===== src/rtl/piso_shift_tx.sv =====
`default_nettype none
// +----------------------------------------------------------------------+
// | Module      : piso_shift_tx                                          |
// | Description : Parallel-in, serial-out transmit register. Captures a  |
// |               WIDTH-bit word on a valid/ready load handshake and     |
// |               shifts it out one bit per accepted serial beat.        |
// |               Optional even-parity beat: PISO_SHIFT_TX_PARITY_EN.    |
// | Revision    : 1.0 - initial release                                  |
// +----------------------------------------------------------------------+
module piso_shift_tx #(
  parameter int WIDTH     = 4,
  parameter bit LSB_FIRST = 1'b1
) (
  input  logic             clk,
  input  logic             clear,
  input  logic [WIDTH-1:0] load_data,
  input  logic             load_valid,
  output logic             load_ready,
  output logic             ser_out,
  output logic             ser_valid,
  output logic             ser_last,
  input  logic             ser_ready
);

  localparam int c_cnt_w = $clog2(WIDTH + 1);

  // Counter value of the last data bit, and of the final beat of the word.
  localparam logic [c_cnt_w-1:0] c_last_data_cnt = c_cnt_w'(WIDTH - 1);
`ifdef PISO_SHIFT_TX_PARITY_EN
  localparam logic [c_cnt_w-1:0] c_final_cnt = c_cnt_w'(WIDTH);
`else
  localparam logic [c_cnt_w-1:0] c_final_cnt = c_cnt_w'(WIDTH - 1);
`endif

  typedef enum logic [0:0] {
    IDLE  = 1'b0,
    SHIFT = 1'b1
  } state_t;

  state_t               r_state, w_state_nxt;
  logic [WIDTH-1:0]     r_shift, w_shift_nxt;
  logic [c_cnt_w-1:0]   r_cnt, w_cnt_nxt;
  logic                 r_ser_valid, w_ser_valid_nxt;
  logic                 r_ser_last, w_ser_last_nxt;
  logic                 r_load_ready, w_load_ready_nxt;
  logic [WIDTH-1:0]     w_shift_adv;
  logic [c_cnt_w-1:0]   w_cnt_inc;
  logic                 w_beat;
`ifdef PISO_SHIFT_TX_PARITY_EN
  logic                 r_parity, w_parity_nxt;
  logic [WIDTH-1:0]     w_parity_word;
`endif

  // The outgoing bit always sits at the exit end of the shift register, so
  // ser_out is a pure register tap and cannot see ser_ready or load_valid.
  assign ser_out    = LSB_FIRST ? r_shift[0] : r_shift[WIDTH-1];
  assign ser_valid  = r_ser_valid;
  assign ser_last   = r_ser_last;
  assign load_ready = r_load_ready;

  assign w_beat      = r_ser_valid & ser_ready;
  assign w_cnt_inc   = r_cnt + c_cnt_w'(1);
  assign w_shift_adv = LSB_FIRST ? {1'b0, r_shift[WIDTH-1:1]}
                                 : {r_shift[WIDTH-2:0], 1'b0};
`ifdef PISO_SHIFT_TX_PARITY_EN
  // Parity bit placed at the exit end, ready to become ser_out.
  assign w_parity_word = LSB_FIRST ? {{(WIDTH-1){1'b0}}, r_parity}
                                   : {r_parity, {(WIDTH-1){1'b0}}};
`endif

  // Next-state and next-output logic; every target holds by default.
  always_comb begin
    w_state_nxt      = r_state;
    w_shift_nxt      = r_shift;
    w_cnt_nxt        = r_cnt;
    w_ser_valid_nxt  = r_ser_valid;
    w_ser_last_nxt   = r_ser_last;
    w_load_ready_nxt = r_load_ready;
`ifdef PISO_SHIFT_TX_PARITY_EN
    w_parity_nxt     = r_parity;
`endif
    case (r_state)
      IDLE: begin
        if (load_valid) begin
          w_state_nxt      = SHIFT;
          w_shift_nxt      = load_data;
          w_cnt_nxt        = '0;
          w_ser_valid_nxt  = 1'b1;
          w_ser_last_nxt   = 1'b0;
          w_load_ready_nxt = 1'b0;
`ifdef PISO_SHIFT_TX_PARITY_EN
          w_parity_nxt     = ^load_data;
`endif
        end
      end
      SHIFT: begin
        if (w_beat) begin
          if (r_cnt == c_final_cnt) begin
            // Final beat accepted: drop the word and reopen the load port.
            w_state_nxt      = IDLE;
            w_shift_nxt      = '0;
            w_ser_valid_nxt  = 1'b0;
            w_ser_last_nxt   = 1'b0;
            w_load_ready_nxt = 1'b1;
          end else begin
            w_cnt_nxt      = w_cnt_inc;
            w_ser_last_nxt = (w_cnt_inc == c_final_cnt);
`ifdef PISO_SHIFT_TX_PARITY_EN
            w_shift_nxt    = (r_cnt == c_last_data_cnt) ? w_parity_word
                                                        : w_shift_adv;
`else
            w_shift_nxt    = w_shift_adv;
`endif
          end
        end
      end
      default: begin
        w_state_nxt = IDLE;
      end
    endcase
  end

  // State and datapath registers; clear overrides everything.
  always_ff @(posedge clk) begin
    if (clear) begin
      r_state      <= IDLE;
      r_shift      <= '0;
      r_cnt        <= '0;
      r_ser_valid  <= 1'b0;
      r_ser_last   <= 1'b0;
      r_load_ready <= 1'b1;
`ifdef PISO_SHIFT_TX_PARITY_EN
      r_parity     <= 1'b0;
`endif
    end else begin
      r_state      <= w_state_nxt;
      r_shift      <= w_shift_nxt;
      r_cnt        <= w_cnt_nxt;
      r_ser_valid  <= w_ser_valid_nxt;
      r_ser_last   <= w_ser_last_nxt;
      r_load_ready <= w_load_ready_nxt;
`ifdef PISO_SHIFT_TX_PARITY_EN
      r_parity     <= w_parity_nxt;
`endif
    end
  end

`ifndef PISO_SHIFT_TX_PARITY_EN
  // Only the parity build advances onto a beat after the last data bit.
  logic w_unused_last_data_cnt;
  assign w_unused_last_data_cnt = ^c_last_data_cnt;
`endif

endmodule
`default_nettype wire

===== config.mk =====
export PLATFORM = sky130hd
export DESIGN_NAME = piso_shift_tx
export DESIGN_NICKNAME = d
export VERILOG_FILES = /design/src/rtl/piso_shift_tx.sv
export SDC_FILE = /design/constraint.sdc
export NUM_CORES = 1
export LEC_CHECK = 0
export BUFFER_PORTS_ARGS = -buffer_cell sky130_fd_sc_hd__clkbuf_2
export CAP_MARGIN = 25
export CORE_UTILIZATION = 25
export DETAILED_ROUTE_END_ITERATION = 16
export PLACE_DENSITY = 0.43
export SLEW_MARGIN = 10
export SYNTH_ARGS = -nofsm -noshare
export SYNTH_HDL_FRONTEND = slang
export SYNTH_SLANG_ARGS = --single-unit

===== constraint.sdc =====
create_clock -name clk -period 2.5 [get_ports clk]
set_input_delay 0.75 -clock clk [delete_from_list [all_inputs] [get_ports clk]]
set_output_delay 0.75 -clock clk [all_outputs]
set_load 0.02 [all_outputs]

# Word level (Yosys, flattened, before mapping)
# Index checks and enable logic that the tools add are counted.
[op_classes]
reduce_logical = 3
muxes = 23
bitwise_logic = 2
eq_ne = 6
n_addsub = 1
[op_table]
columns = ["op", "n"]
rows = [
  ["$mux W3", 4],
  ["$mux W1", 11],
  ["$mux W4", 2],
  ["$pmux W1 S2", 4],
  ["$pmux W4 S2", 1],
  ["$eq A3 B2 Y1 const B", 2],
  ["$pmux W3 S2", 1],
  ["$reduce_and A3 Y1", 2],
  ["$ne A2 B1 Y1 const B", 2],
  ["$ne A2 B2 Y1 const B", 2],
  ["$add A3 B1 Y3 const B", 1],
  ["$reduce_and A2 Y1", 1],
  ["$and A1 B1 Y1", 1],
  ["$not A1 Y1", 1],
]
[totals]
in_bits = 8
reg_bits = 11

# Depth between registers and ports, before layout
[depth]
ltp_word = 5
mapped_depth = 5
depth_no_buf = 5

# Worst setup path before layout
# No wires, ideal clock.
[synth_path]
path_kind = "input to register"
start = "input ser_ready"
end = "register r_shift[0]"
cell_stages = 5
slack_ps = 848
arrival_ps = 1579
t_required_ps = 2427
path_cell_list = "buf_6 > and3_2 > buf_2 > o221a_2 > nor3_2"
[synth_between]
elab_chain_len = 3
[synth_lines]
columns = ["element", "line", "rtl"]
rows = [
  ["start: declaration", "22", "input logic ser_ready"],
  ["$and A1 B1 Y1", "61", "assign w_beat = r_ser_valid & ser_ready;"],
  ["$ne A2 B1 Y1 (no source line)", "n/a", ""],
  ["$reduce_and A2 Y1 (no source line)", "n/a", ""],
  ["end signal: assignment", "137", "r_shift <= w_shift_nxt;"],
  ["end: declaration", "41", "logic [WIDTH-1:0] r_shift, w_shift_nxt;"],
]
# No other way between the ends.
# A chain may end at the register's enable or synchronous reset.

# Final worst setup path
[layout_path]
start = "register r_cnt[1]"
end = "register r_cnt[0]"
[layout_between]
elab_chain_len = 3
[layout_lines]
columns = ["element", "line", "rtl"]
rows = [
  ["start: declaration", "42", "logic [c_cnt_w-1:0] r_cnt, w_cnt_nxt;"],
  ["start signal: assignment", "138", "r_cnt <= w_cnt_nxt;"],
  ["$eq A3 B2 Y1", "98", "if (r_cnt == c_final_cnt) begin"],
  ["$ne A2 B2 Y1 (no source line)", "n/a", ""],
  ["$reduce_and A3 Y1 (no source line)", "n/a", ""],
]
# No other way between the ends.

==> impl_metrics.csv <==
group,metric,value,unit
setup_path,crit_chain,"ha_1, ha_1, nand4b_4, or4b_1, o311ai_0",
setup_path,crit_buf_inv,0,
timing,max-slew-margin-rel,0.6534,
setup_path,worst-setup-path-type,"reg -> reg",
floorplan,ios,12,
setup_path,worst-path-max-fanout,9,
clock_network,cts_buffers,3,
timing,skew,4.319,ps
clock_network,cts_root_buffer,"clkbuf_4",
setup_path,reg2reg_depth,5,
global_route,grt_max_degree,16,
global_route,grt_pass1_wl,2346,µm
detailed_routing,drc,0,
timing,slew_viol_final,0,
yosys,synth_area_per_cell,9.295,µm²
setup_path,cpMostUsedCell,"ha_1",
timing,fmax,562.7,MHz
setup_path,end_kind,"register",
detailed_routing,dr.pass1.iters,2,
yosys,synth.top_cell.area_share,0.3385,
yosys,synth-edff-count,0,
yosys,synth_cells,70,
min_path,hold_path_depth,2,
timing,final.min_clock_period,1777,ps
yosys,synthTopCellsByArea,"dfxtp_1 (34%), ha_1 (5.8%), o221a_2 (5.2%)",
clock_network,ctsLongestPathBuffers,2,
yosys,async_flop_share,0,
clock_network,clk_latency,270,ps
clock_network,post_cts_buffers,0,
setup_path,slowest_stage,"or4b_1",
floorplan,initial_core_util,0.2626,
layout,layout-drive-gt1-share,0.3125,
yosys,yosys.area.top_type,"dfxtp_1",
yosys,synthDistinctLibCells,30,
setup_path,worstPathRequired,2660,ps
layout,multi_input_area,389.1,µm²
setup_path,crit_arrival,1940,ps
detailed_routing,avgRoutedWirePerCell,12.56,µm
clock_network,cts.clk_slew.worst_paths,80,ps
placement,routabilityCongestion,0.6489,
floorplan,die_x,53.02,µm
timing,setup_violations,0,
placement,dp_cells,106,
floorplan,row_count,18,
clock_network,htreeDepth,1,
setup_path,crit_family,"simple AND/OR/NAND/NOR gates",
global_route,gr-total-overflow,0,
global_route,grt_pass1_vias,506,
detailed_routing,drtIter0Drc,2,
yosys,yosysMostFrequentCell,"dfxtp_1",
floorplan,dieHeight,53.02,µm
power_and_ir_drop,power.density,519.6,mW/mm²
timing,rsz0062_at_grt,"false",
global_route,antenna_found_initial,0,
timing,finalSetupTns,0,ps
yosys,ys_seq_elements,11,
yosys,syn-num-nets,81,
global_route,gr-usage-all-layers,0.1169,
detailed_routing,wl,1382,µm
setup_path,startpoint_type,"register",
yosys,yosysSeqAreaShare,0.3385,
yosys,syn_area,650.6,µm²
min_path,hold_class,"reg -> reg",
clock_network,ctsResizeCount,0,
yosys,synthTopCellsByCount,"dfxtp_1 (11), nand2_1 (5), nand3_1 (5)",
placement,port_buffers,11,
yosys,ys.flop_type,"dfxtp_1",
timing,whs,512.5,ps
timing,tightest_slew,518.9,ps
status,outcome,"finished, final reports clean",
layout,area_delta_synth_final,14.23,%
detailed_routing,antenna_left,0,
floorplan,core_region_area,0.002477,mm²
detailed_routing,vias,545,
floorplan,dieArea,0.002811,mm²
timing,hold_violations,0,
detailed_routing,via_per_inst,4.955,
timing,period_share,0.7108,
placement,place_hpwl,977.2,µm
layout,fin_util,0.3000,
power_and_ir_drop,vdd_drop_max,0.2329,mV
clock_network,numClockSinks,11,
clock_network,cts_tree,"yes",
flow_run,drv_cap,0,
layout,seq_area,220.2,µm²
clock_network,cts_hold_buffers,0,
setup_path,path_depth,5,
layout,instances_no_fill,110,
yosys,ys_warn_count,0,
timing,fin_ws,723.0,ps
layout,antennaDiodeCount,0,
placement,pre_cts_ws,659.2,ps
power_and_ir_drop,p_leak,0.2968,nW
setup_path,critPathMaxStageDelay,430,ps
layout,fin_nets,92,
layout,n_fill_cell,293,
-- tightest hold or removal path, cell delays in order (launching register included) --
cell	delay (ps)
dfxtp_1	330
nand3_1	80
a21oi_1	60
-- metal layers --
metal / GRT usage / part of all wire / vias to the layer above
li1: - / - / 282
met1: 0.1507 / 0.47 / 251
met2: 0.1772 / 0.47 / 10
met3: 0.05172 / 0.051 / 2
met4: 0.02632 / 0.0080 / 0
met5: 0 / 0 / -
-- final cells by class --
class / instances / area share
tap: 30 / 0.05051
clock buffer: 4 / 0.03535
sequential: 11 / 0.2963
inverter: 2 / 0.01010
timing repair buffer: 12 / 0.08418
multi-input combinational: 51 / 0.5236
-- report_power, final --
group	switching (W)	leakage [nW]	internal, W	total, W
Combinational	0.0000351	0.191	0.0000294	0.0000645
Sequential	0.0000114	0.0907	0.000186	0.000197
Clock	0.0000626	0.0150	0.0000617	0.000124
Total	0.000109	0.297	0.000277	0.000386
-- cells in the final DEF (no fill, tap or decap), drive strengths merged, types with 3 or more instances in the layout --
cell type,count
a31oi,3
dfxtp,11
nand3b,3
nand3,5
ha,3
nor3,6
o221a,3
nand2b,3
clkbuf,15
nand2,5
-- worst paths after layout --
path,from,end,slack [ps]
worst min register to register,r_shift[3],r_shift[3],510
worst max-delay path,r_cnt[1],r_cnt[0],720
worst min-delay path,r_shift[3],r_shift[3],510
worst max register to register,r_cnt[1],r_cnt[0],720
-- through the flow --
| step | total power (W) | cell area [µm²] |
|---|---|---|
| after CTS | 0.0003950 | 743.2 |
| after floorplan | 0.0002480 | 650.6 |
| after detailed placement | 0.0002669 | 716.9 |
| after global routing | 0.0004099 | 743.2 |
| after global placement | 0.0002665 | 716.9 |
| final | 0.0003861 | 743.2 |
-- cell families after synthesis --
group,Yosys count,synth area share
buf+inv,8,0.06345
simple gates,34,0.3654
mux,1,0.01539
fa+ha+maj,3,0.05770
flops,11,0.3385
compound gates,13,0.1596
-- flip-flops by register name, indices dropped and copies added (netlist names) --
signal and cells:
load_ready 1, r_cnt 3, r_shift 4, r_state 1
ser_last 1, ser_valid 1
No activity file was read; power rests on OpenSTA's default activity.
